--- config.mk ---
export PLATFORM = sky130hd
export DESIGN_NAME = chunked_adder_seq
export DESIGN_NICKNAME = d
export VERILOG_FILES = /design/src/rtl/chunked_adder_seq.sv
export SDC_FILE = /design/constraint.sdc
export NUM_CORES = 1
export LEC_CHECK = 0
export BUFFER_PORTS_ARGS = -buffer_cell sky130_fd_sc_hd__buf_4
export CAP_MARGIN = 20
export CORE_AREA = 4 4 81 83
export DETAILED_ROUTE_END_ITERATION = 8
export DIE_AREA = 0 0 85 87
export GPL_ROUTABILITY_DRIVEN = 0
export PLACE_DENSITY = 0.82
export SLEW_MARGIN = 30
export SYNTH_ARGS = -nofsm -noshare
export SYNTH_HDL_FRONTEND = slang
export SYNTH_SLANG_ARGS = --single-unit
--- constraint.sdc ---
create_clock -name clk -period 5.12 [get_ports clk]
set_input_delay 0.512 -clock clk [delete_from_list [all_inputs] [get_ports clk]]
set_output_delay 0.512 -clock clk [all_outputs]
set_load 0.05 [all_outputs]
--- src/rtl/chunked_adder_seq.sv ---
// Multi-cycle WIDTH-bit adder/subtractor that adds CHUNK bits per clock with a registered ripple carry.
// Latency: out_valid rises NCHUNK edges after the accepting edge; one operation per NCHUNK+2 cycles at best.
// Backpressure: the result is held in DONE until out_ready; in_ready is high only while IDLE.
module chunked_adder_seq #(
  parameter int WIDTH = 16,
  parameter int CHUNK = 4
) (
  input  logic             clk,
  input  logic             rst,
  input  logic             in_valid,
  output logic             in_ready,
  input  logic [WIDTH-1:0] a,
  input  logic [WIDTH-1:0] b,
  input  logic             cin,
  input  logic             sub,
  output logic             out_valid,
  input  logic             out_ready,
  output logic [WIDTH-1:0] sum,
  output logic             cout,
  output logic             ovf
);

  localparam int NCHUNK = WIDTH / CHUNK;
  localparam int IW     = (NCHUNK > 1) ? $clog2(NCHUNK) : 1;

  localparam logic [1:0] IDLE = 2'd0;
  localparam logic [1:0] RUN  = 2'd1;
  localparam logic [1:0] DONE = 2'd2;

  logic [1:0]       state;
  logic [IW-1:0]    idx;
  logic             carry;
  logic [WIDTH-1:0] opa;
  logic [WIDTH-1:0] opb;
  logic [WIDTH-1:0] work;

  logic [CHUNK-1:0] ca;
  logic [CHUNK-1:0] cb;
  logic [CHUNK-1:0] cs;
  logic             cc;
  logic             cmsb;
  logic             last;
  logic [WIDTH-1:0] work_nxt;
  int               base;

  assign in_ready  = (state == IDLE);
  assign out_valid = (state == DONE);

  // One chunk of the ripple: slice the operands, add with the registered carry, splice into the working sum.
  always_comb begin
    base     = int'(idx) * CHUNK;
    ca       = opa[base +: CHUNK];
    cb       = opb[base +: CHUNK];
    {cc, cs} = {1'b0, ca} + {1'b0, cb} + {{CHUNK{1'b0}}, carry};
    // Carry into the top bit of this chunk; only meaningful on the last chunk (carry into the MSB).
    cmsb     = cs[CHUNK-1] ^ ca[CHUNK-1] ^ cb[CHUNK-1];
    last     = (idx == IW'(NCHUNK - 1));
    work_nxt = work;
    work_nxt[base +: CHUNK] = cs;
  end

  // Control FSM plus datapath registers; outputs only update on entry to DONE so partial sums never show.
  always_ff @(posedge clk or posedge rst) begin
    if (rst) begin
      state <= IDLE;
      idx   <= '0;
      carry <= 1'b0;
      opa   <= '0;
      opb   <= '0;
      work  <= '0;
      sum   <= '0;
      cout  <= 1'b0;
      ovf   <= 1'b0;
    end else begin
      case (state)
        IDLE: begin
          if (in_valid) begin
            opa   <= a;
            // Subtraction is A + ~B + 1: invert B here and force the initial carry.
            opb   <= sub ? ~b : b;
            carry <= sub ? 1'b1 : cin;
            idx   <= '0;
            work  <= '0;
            state <= RUN;
          end
        end
        RUN: begin
          work  <= work_nxt;
          carry <= cc;
          idx   <= idx + IW'(1);
          if (last) begin
            sum   <= work_nxt;
            cout  <= cc;
            ovf   <= cmsb ^ cc;
            state <= DONE;
          end
        end
        DONE: begin
          if (out_ready) begin
            state <= IDLE;
          end
        end
        default: state <= IDLE;
      endcase
    end
  end

endmodule

==> results.json <==
{
  "grt_first_pass_wirelength_mm": 11.3,
  "hold_class": "in2async",
  "utilization_pct": 68.8,
  "cts_tree": "done",
  "rsz0062_at_grt": "no",
  "drive_gt1_share_pct": 27.8,
  "hold_buffers": 0,
  "ctsHtreeMaxLevel": 3,
  "dp_hpwl_mm": 4.65,
  "cts_resized": 0,
  "synthCells": 298,
  "timing.rr.start": "idx[0]$_DFFE_PP0P_",
  "synth_area_um2": 3420,
  "dr.pass1.iters": 4,
  "grt_use_met2_pct": 32.3,
  "start_util_pct": 58.4,
  "die_w_um": 85,
  "path_buf_inv": 0,
  "crit_chain": "mux4_2, fa_1, fa_1, a21o_1, a21oi_1, xnor3_1, xnor2_1, o21ai_1",
  "ys_warn_count": 0,
  "cp_max_fo": 15,
  "coreArea_um2": 5850,
  "crit_arrival_ns": 3.55,
  "clock_latency_ns": 0.34,
  "synth_fp_nets": 347,
  "fmaxAchievable_ghz": 0.299,
  "max_cap_viol_count": 0,
  "cp_data_required_time_ns": 5.32,
  "ys.flop_type": "dfrtp_1",
  "grt_max_degree": 72,
  "reg2reg_slack_ns": 1.77,
  "via_count": 2339,
  "holdWs_ns": 0.326,
  "yosysSeqAreaShare_pct": 52.0,
  "area_growth_pct": 17.9,
  "cp_common_cell": "fa_1",
  "global_route.usage.met1_pct": 24.8,
  "finalSetupTns_ns": 0,
  "antennaDiodeCount": 0,
  "cts-root-buf": "clkbuf_8",
  "nets": 398,
  "grt_pass1_vias": 2394,
  "synth_most_common_cell": "dfrtp_1",
  "stdcell_count": 427,
  "fin_crit_ns": 3.35,
  "busiest_layer": "met2",
  "setup_viol": 0,
  "finalMaxSlewViolations": 0,
  "dieArea_um2": 7400,
  "drtAntennaViolNets": 0,
  "crit_start": "idx[0]$_DFFE_PP0P_",
  "ios": 58,
  "synth_area_leaders": "dfrtp_1, mux2_2, a21oi_1",
  "first_iter_violations": 91,
  "use_met3_pct": 3.50,
  "num_rows": 28,
  "max_slew_margin_pct": 37.6,
  "crit_path_end_kind": "flip-flop",
  "worst_pin_slew_ns": 0.936,
  "ys_types": 33,
  "hold_viol": 0,
  "finClkSkew_ns": 0.00934,
  "cts_max_path_buffers": 2,
  "fin_crit_sh_pct": 65.4,
  "synthTopCellsByCount": "dfrtp_1, a21oi_1, o21ai_0, nand2_1, nor2_1",
  "cp-start-kind": "flip-flop",
  "cts_buffers": 9,
  "async_flop_share_pct": 100,
  "grt.overflow.total": 0,
  "synth-edff-count": 0,
  "dpl.cell_count": 413,
  "postCtsSetupRepairBufs": 0,
  "vias_per_cell": 5.48,
  "portBuffers": 57,
  "wl_per_cell_um": 15.5,
  "crit_slowest_cell": "dfrtp_1",
  "clk_pin_slew_ns": 0.07,
  "cts.sinks": 71,
  "path_delay_family": "adder cells",
  "r2r-end": "ovf$_DFFE_PP0P_",
  "r2r_cells": 8,
  "wirelength_mm": 6.62,
  "antenna_found_initial": 0,
  "worst-setup-path-type": "reg2reg",
  "synth_top_area_cell": "dfrtp_1",
  "grt_use_total_pct": 19.6,
  "die_h_um": 87,
  "synth_area_per_cell_um2": 11.5,
  "cp_slowest_stage_delay_ns": 0.80,
  "synth_top_area_share_pct": 52.0,
  "status": "complete, no violations",
  "ys_ff_latch": 71,
  "drc_errors": 0
}
metrics by stage:
step                setup slack (ns)  instance area (um2)
global placement                1.85                 3870
CTS                             1.72                 4020
detailed placement              1.75                 3880
finish                          1.77                 4030
floorplan                       2.16                 3420
global route                    1.53                 4030
flip-flops by register name, summed over array words and instances (netlist names):
name	cells
carry	1
cout	1
idx	2
opa	16
opb	16
ovf	1
state	2
sum	16
work	16
area by class of cell:
type | instances | area (um2)
timing repair buffer | 58 | 439
clock inverter | 2 | 10.0
inverter | 5 | 18.8
tap | 75 | 93.8
fill | 454 | 1820
clock buffer | 12 | 135
sequential | 71 | 1780
multi-input combinational | 204 | 1550
layout by cell type (no fill, tap or decap), types with 3 or more instances in the layout:
master / synthesis / layout
a32o_1: 8 / 8
clkbuf_8: 0 / 9
o21ai_0: 24 / 24
ha_1: 9 / 9
nand2_1: 23 / 22
buf_4: 1 / 57
a21oi_1: 34 / 34
inv_1: 5 / 4
a22o_1: 8 / 8
dfrtp_1: 71 / 71
clkbuf_1: 9 / 3
nand2b_1: 3 / 3
xnor2_1: 18 / 18
mux4_2: 7 / 7
nor2_1: 19 / 19
mux2_2: 16 / 16
nor2b_1: 17 / 16
tightest hold or removal path, stage by stage:
cell,delay (ns)
buf_4,0.11
inv_2,0.04
buf_6,0.48
per-layer routing:
layer  routed length, um  part of all wire (%)
met1                2880                    44
met2                3260                    49
met3                 313                   4.7
met4                 161                   2.4
met5                   0                     0
worst max-delay path by stage:
| stage | end | slack (ns) | cells after the start |
|---|---|---|---|
| 2_1_floorplan | ovf$_DFFE_PP0P_ | 2.16 | 9 |
| 3_3_place_gp | ovf$_DFFE_PP0P_ | 1.85 | 8 |
| 3_5_place_dp | ovf$_DFFE_PP0P_ | 1.75 | 8 |
| 4_1_cts | ovf$_DFFE_PP0P_ | 1.72 | 8 |
| 5_1_grt | ovf$_DFFE_PP0P_ | 1.53 | 8 |
| 6_report | ovf$_DFFE_PP0P_ | 1.77 | 8 |
cells by family (layout without fill, tap and decap cells):
kind of cell    Yosys count  in the layout  synth area share, %
compound gates           79             79                 13.9
xor+xnor                 20             20                 5.53
buf+inv                  23             77                 2.89
flops                    71             71                 52.0
simple gates             69             69                 10.3
mux                      25             25                 10.9
fa+ha+maj                11             11                 4.47
Power is left out: the tool's default activity adds up to more than one toggle a clock period on the data nets, which glitch-free logic cannot reach.
